### config.mk
export PLATFORM = sky130hd
export DESIGN_NAME = proc_wr_sched
export DESIGN_NICKNAME = d
export VERILOG_FILES = /design/src/rtl/proc_wr_sched.sv
export SDC_FILE = /design/constraint.sdc
export NUM_CORES = 1
export LEC_CHECK = 0
export CORE_MARGIN = 4
export CORE_UTILIZATION = 42
export CTS_CLUSTER_SIZE = 12
export DETAILED_ROUTE_END_ITERATION = 16
export PLACE_DENSITY = 0.93
export SLEW_MARGIN = 20
export SYNTH_ARGS = -nofsm -noshare
export SYNTH_HDL_FRONTEND = slang
export SYNTH_SLANG_ARGS = --single-unit
### constraint.sdc
create_clock -name clk -period 4.4 [get_ports clk]
set_input_delay 0.88 -clock clk [delete_from_list [all_inputs] [get_ports clk]]
set_output_delay 0.88 -clock clk [all_outputs]
set_load 0.02 [all_outputs]
### src/rtl/proc_wr_sched.sv
// proc_wr_sched: Bayer-to-gray write scheduler. Averages each 2x2 Bayer quad
// into one 12-bit gray word and streams it into one of two SDRAM frame buffers.
// Consecutive frames alternate between the two buffers.
// Optional macro PROC_WR_SCHED_STATS_EN enables the frames_done/short_frames
// statistics counters. Without the macro both outputs are tied to zero.
module proc_wr_sched #(
    parameter int          IMG_W = 640,
    parameter int          IMG_H = 480,
    parameter logic [15:0] BASE1 = 16'h0000,
    parameter logic [15:0] BASE2 = 16'h8000,
    parameter logic [7:0]  BURST = 8'd128
) (
    input  logic        clk,
    input  logic        rst_n,
    input  logic        start,
    input  logic        iDVAL,
    input  logic [11:0] iDATA,
    input  logic [11:0] iX_Cont,
    input  logic [15:0] iY_Cont,
    output logic        lb_clken,
    output logic [11:0] lb_shiftin,
    input  logic [11:0] lb_tap_cur,
    input  logic [11:0] lb_tap_prv,
    output logic [15:0] WR1_DATA,
    output logic [15:0] WR2_DATA,
    output logic        WR1,
    output logic        WR2,
    output logic [15:0] WR1_ADDR,
    output logic [15:0] WR2_ADDR,
    output logic [15:0] WR1_MAX_ADDR,
    output logic [15:0] WR2_MAX_ADDR,
    output logic [7:0]  WR1_LENGTH,
    output logic [7:0]  WR2_LENGTH,
    output logic        WR1_LOAD,
    output logic        WR2_LOAD,
    output logic        WR1_CLK,
    output logic        WR2_CLK,
    output logic [15:0] frames_done,
    output logic [7:0]  short_frames,
    output logic        busy
);

    localparam int FRAME_WORDS = (IMG_W / 2) * (IMG_H / 2);
    localparam int CNT_W       = $clog2(FRAME_WORDS + 1);

    typedef enum logic [1:0] {IDLE, SYNC, LOAD, RUN} state_t;

    state_t state;
    state_t state_next;

    // parity = 0 selects buffer 1, parity = 1 selects buffer 2
    logic             parity;
    logic [CNT_W-1:0] count;

    logic        tap_vld;
    logic        x_odd_d;
    logic        y_odd_d;
    logic [11:0] cur_d;
    logic [11:0] prv_d;
    logic [13:0] quad_sum;
    logic [11:0] gray;
    logic        quad_done;

    logic        wr_vld;
    logic        wr_side;
    logic [11:0] wr_data;

    logic frame_start;
    logic frame_end;
    logic short_end;

    assign frame_start = iDVAL && (iX_Cont == 12'd0) && (iY_Cont == 16'd0);
    assign frame_end   = wr_vld && (count == CNT_W'(FRAME_WORDS - 1));
    assign short_end   = (state == RUN) && frame_start && !frame_end;

    // Static SDRAM write-port configuration; the port clocks run off clk
    assign WR1_ADDR     = BASE1;
    assign WR2_ADDR     = BASE2;
    assign WR1_MAX_ADDR = BASE1 + 16'(FRAME_WORDS);
    assign WR2_MAX_ADDR = BASE2 + 16'(FRAME_WORDS);
    assign WR1_LENGTH   = BURST;
    assign WR2_LENGTH   = BURST;
    assign WR1_CLK      = clk;
    assign WR2_CLK      = clk;
    assign lb_shiftin   = iDATA;

    // State register
    always_ff @(posedge clk) begin
        if (!rst_n) begin
            state <= IDLE;
        end else begin
            state <= state_next;
        end
    end

    // Next-state logic; a finished frame outranks a coincident frame start
    always_comb begin
        state_next = state;
        case (state)
            IDLE: if (start) state_next = SYNC;
            SYNC: if (frame_start) state_next = LOAD;
            LOAD: state_next = RUN;
            RUN: begin
                if (frame_end) begin
                    state_next = start ? SYNC : IDLE;
                end else if (frame_start) begin
                    state_next = LOAD;
                end
            end
            default: state_next = IDLE;
        endcase
    end

    // FSM outputs, forced low while reset is asserted
    always_comb begin
        busy     = rst_n && (state != IDLE);
        lb_clken = rst_n && iDVAL && ((state == LOAD) || (state == RUN));
        WR1_LOAD = rst_n && (state == LOAD) && !parity;
        WR2_LOAD = rst_n && (state == LOAD) && parity;
    end

    // Quad average from the current and previous column taps
    always_comb begin
        quad_sum  = {2'b00, lb_tap_cur} + {2'b00, lb_tap_prv}
                  + {2'b00, cur_d} + {2'b00, prv_d};
        gray      = 12'(quad_sum >> 2);
        quad_done = tap_vld && x_odd_d && y_odd_d;
    end

    // Tap-aligned pipeline, write pulse and per-frame word counter
    always_ff @(posedge clk) begin
        if (!rst_n) begin
            tap_vld <= 1'b0;
            x_odd_d <= 1'b0;
            y_odd_d <= 1'b0;
            cur_d   <= 12'd0;
            prv_d   <= 12'd0;
            wr_vld  <= 1'b0;
            wr_side <= 1'b0;
            wr_data <= 12'd0;
            count   <= '0;
            parity  <= 1'b0;
        end else begin
            tap_vld <= lb_clken;
            if (lb_clken) begin
                x_odd_d <= iX_Cont[0];
                y_odd_d <= iY_Cont[0];
            end
            if (tap_vld) begin
                cur_d <= lb_tap_cur;
                prv_d <= lb_tap_prv;
            end
            wr_vld <= quad_done;
            if (quad_done) begin
                wr_data <= gray;
                wr_side <= parity;
            end
            if (frame_end || short_end) begin
                count  <= '0;
                parity <= ~parity;
            end else if (wr_vld) begin
                count <= count + CNT_W'(1);
            end
        end
    end

    // Write strobes and data steer to the buffer the word was computed for
    always_comb begin
        WR1      = rst_n && wr_vld && !wr_side;
        WR2      = rst_n && wr_vld && wr_side;
        WR1_DATA = WR1 ? {4'b0000, wr_data} : 16'd0;
        WR2_DATA = WR2 ? {4'b0000, wr_data} : 16'd0;
    end

`ifdef PROC_WR_SCHED_STATS_EN
    // Completed-frame counter (wraps) and aborted-frame counter (saturates)
    always_ff @(posedge clk) begin
        if (!rst_n) begin
            frames_done  <= 16'd0;
            short_frames <= 8'd0;
        end else begin
            if (frame_end) begin
                frames_done <= frames_done + 16'd1;
            end
            if (short_end && (short_frames != 8'hFF)) begin
                short_frames <= short_frames + 8'd1;
            end
        end
    end
`else
    assign frames_done  = 16'd0;
    assign short_frames = 8'd0;
`endif

endmodule

# After elaboration in Yosys (flattened, before gate mapping)
# Cells that the tools add are included.
# op_classes
add_sub_neg	4
eq_ne	5
mux	7
bitwise_logic	2
reduce_logical	26
# op_table
operator	n
12-bit two-way mux	2
17-bit by 1-bit adder with 17-bit output (second input constant)	1
17-bit equality test (second input constant)	1
1-bit logical AND	16
16-bit zero test	1
13-bit by 12-bit adder with 14-bit output	1
14-bit by 12-bit adder with 14-bit output	1
12-bit by 12-bit adder with 13-bit output	1
12-bit zero test	1
2-bit case mux with 4 select lines	1
2-bit two-way mux	3
2-bit equality test (second input constant)	2
1-bit zero test	3
2-bit by 1-bit equality test with 1-bit output (second input constant)	1
2-bit zero test	1
1-bit logical OR	2
2-bit inequality test (second input constant)	1
1-bit inverter	2
2-bit nonzero test	1
2-bit OR reduction	1
1-bit two-way mux	1
# word_totals
regBits	61
inputBits	68
out_inout_bits	156
wordCells	55

# Depth between registers and ports, before layout
# logic_depth
depth_word	7
ltp_mapped	12

==> out/results.ini <==
[synth]
yosysTopAreaCell = dfxtp_1
synth_warnings = 0
ys.flop_type = dfxtp_1
synth_edf_count = 0
ys_seq_area_share_pct = 25.7
synth_top_area_share_pct = 25.7
synth-seq-cells = 61
ys_top_cells_by_area = dfxtp_1 (26%), buf_4 (20%), fa_1 (10%), inv_1 (5.7%), mux2i_1 (5.5%)
syn_area_um2 = 4750
syn-mean-instance-area_um2 = 8.27
syn_inst = 574
yosysUniqueCellTypes = 46
async_reset_ff_share_pct = 0

[grt]
antenna_found_initial = 0
gr-total-overflow = 0
grt.total_usage_pct = 15.4
grt_pass1_wl_mm = 15.9
grt_max_degree = 30
grt_pass1_vias = 3434

[setup_path]
rrSetupSlack_ns = 1.28
cp.required_ns = 3.52
critPathCaptureType = primary output
crit_type = clk2out
start_kind = clock port
timing.rr.end = wr_data[7]
r2r_start = cur_d[1]
slowest_stage = clkdlybuf4s50_1
cp_max_fo = 2
critical_path.max_stage_delay_ns = 0.53
cp_cell_sequence = clkbuf_16 > clkbuf_16 > clkdlybuf4s50_1
r2r_cells = 11
cp_data_arrival_time_ns = 2.99
critPathMostFrequentCell = clkbuf_16

[timing]
layout_setup_ws_ns = 0.531
rsz0062_at_grt = false
slew_violations = 0
hold_viol_final = 0
tightest_slew_ns = 0.662
fin_skew_ns = 0.00540
hold_ws_ns = 0.479
maxSlewHeadroom_pct = 55.7
finalSetupTns_ns = 0
setup_violations = 0

[run]
max_cap_viol_count = 0

[layout]
fin_nets = 753
drive_above_1_share_pct = 4.59
utilization_pct = 51.4
n_antenna_cell = 0
stdcell_area_um2 = 5630
area_growth_pct = 18.5

[power_and_ir_drop]
p_sw_mw = 0.526
power_leakage_nw = 2.43
internal_power_mw = 1.29
p_clk_share_pct = 52.7
power.density_nw_per_um2 = 323
seqPwrFrac_pct = 30.5
comb_power_share_pct = 16.8
switching_share_pct = 29.0
max-vdd-ir-drop_mv = 0.205

[place]
io_buffers = 87
post-dp-hpwl_mm = 7.91
place_congestion = 0.877
postPlaceCellArea_um2 = 5230
place_ws_ns = 0.196

[floorplanning]
die_area_um2 = 13100
core-area_um2 = 10900
core.rowCount = 38
die_w_um = 114
initial_utilization_pct = 43.4
fp.dieH_um = 114
io_pins = 224

[drt]
drtPass1Iterations = 4
antenna_left = 0
wl_mm = 10.3
via_count = 3567
drc = 0
wire_per_inst_um = 12.9
via_per_inst = 4.49
drt_iter0_drc = 154

[clock_network]
cts_tree = done
cts_resized = 0
path_clk_slew_ns = 0.05
ctsHoldBuffers = 0
clock_latency_ns = 0.44
cts_setup_buffers = 0

[min_path]
hold_path_depth = 2
holdCritStartpoint = x_odd_d
min_to = x_odd_d
holdCritPathClass = reg2reg

[outcome]
status = finished, final reports clean

-- metal layers --
metal	GRT usage [%]	routed length [um]	vias to the layer above
met1	18.3	3970	1673
met3	4.33	739	20
li1	-	-	1739
met4	7.44	266	0
met2	25.6	5270	135
met5	0	0	-
-- layout make-up --
cell class                      instances  area (um2)
Fill cell                             966        5310
Tap cell                              140         175
Clock buffer                           15         345
Sequential cell                        61        1220
Multi-Input combinational cell        410        2660
Inverter                               72         270
Timing Repair Buffer                   89         881
Clock inverter                          7        75.1
-- critical path: cells and delay by family --
family | cells | cell delay, ns
buffers and inverters | 3 | 0.79
-- through the flow --
| stage | instances | power, mW |
|---|---|---|
| final | 794 | 1.81 |
| after global routing | 794 | 1.89 |
| after CTS | 794 | 1.82 |
| after detailed placement | 774 | 0.925 |
| after global placement | 774 | 0.920 |
| after floorplan | 684 | 0.925 |
-- flip-flops by register name (all words and copies together) (netlist names) --
signal and flops:
prv_d 12, wr_side 1, cur_d 12, count 17, wr_vld 1, x_odd_d 1, parity 1, tap_vld 1
wr_data 12, y_odd_d 1, state 2
-- layout by cell type (no fill, tap or decap), types with 5 or more instances in the layout --
cell,Yosys,layout
fa_1,24,24
and2_1,27,27
nand2_1,26,26
xor2_1,12,12
nand4_1,8,8
dfxtp_1,61,61
mux2i_1,26,26
nand3_1,14,14
clkbuf_16,0,13
nor3_1,6,6
o21ai_0,12,12
and3_1,7,7
ha_1,12,12
xnor2_1,12,12
conb_1,2,112
nor2_1,61,61
inv_1,72,72
a21oi_1,12,12
nor4_1,5,5
clkdlybuf4s50_1,0,87
-- power by group through the flow --
| stage | clock network, mW | logic [mW] | registers (mW) |
|---|---|---|---|
| after detailed placement | 0.0610 | 0.298 | 0.566 |
| final | 0.957 | 0.304 | 0.554 |
| after global routing | 1.00 | 0.335 | 0.554 |
| after global placement | 0.0610 | 0.292 | 0.566 |
| after CTS | 0.968 | 0.302 | 0.554 |
| after floorplan | 0.0531 | 0.306 | 0.566 |
-- cell usage after synthesis, types with 2 or more instances --
cell and number:
o21bai_1 3, dfxtp_1 61, nor2_1 61, buf_2 2, xor2_1 12, or4_1 2
nand2_1 26, conb_1 2, nand3_1 14, nor3_1 6, inv_1 72, ha_1 12
a31oi_1 3, clkbuf_1 9, mux2i_1 26, nor4_1 5, o21ai_1 2, o21ai_0 12
and3_1 7, nor4b_1 2, a211oi_1 2, and2_1 27, a21oi_1 12, nand4_1 8
buf_4 128, buf_1 2, xnor2_1 12, nor2b_1 3, fa_1 24
-- cell families (layout without fill, tap and decap cells) --
logic type      count (synthesis)  in the layout  share of synthesized area (%)
buf+inv                       213            183                           27.0
simple gates                  169            169                           18.2
flops                          61             61                           25.7
compound gates                 43             43                           5.69
fa+ha+maj                      36             36                           13.3
mux                            26             26                           5.48
xor+xnor                       24             24                           4.43
other cells                     2            112                          0.158
-- worst max-delay path by stage --
stage	startpoint	end	slack (ns)	depth (start not counted)
after floorplan	lb_tap_cur[3]	wr_data[11]	0.88	11
after global placement	lb_tap_cur[3]	wr_data[11]	0.26	12
after detailed placement	lb_tap_cur[3]	wr_data[11]	0.20	12
after CTS	clk	WR2_CLK	0.52	3
after global routing	lb_tap_cur[1]	wr_data[7]	0.42	12
final	clk	WR1_CLK	0.53	3
(Power assumes the default switching activity.)
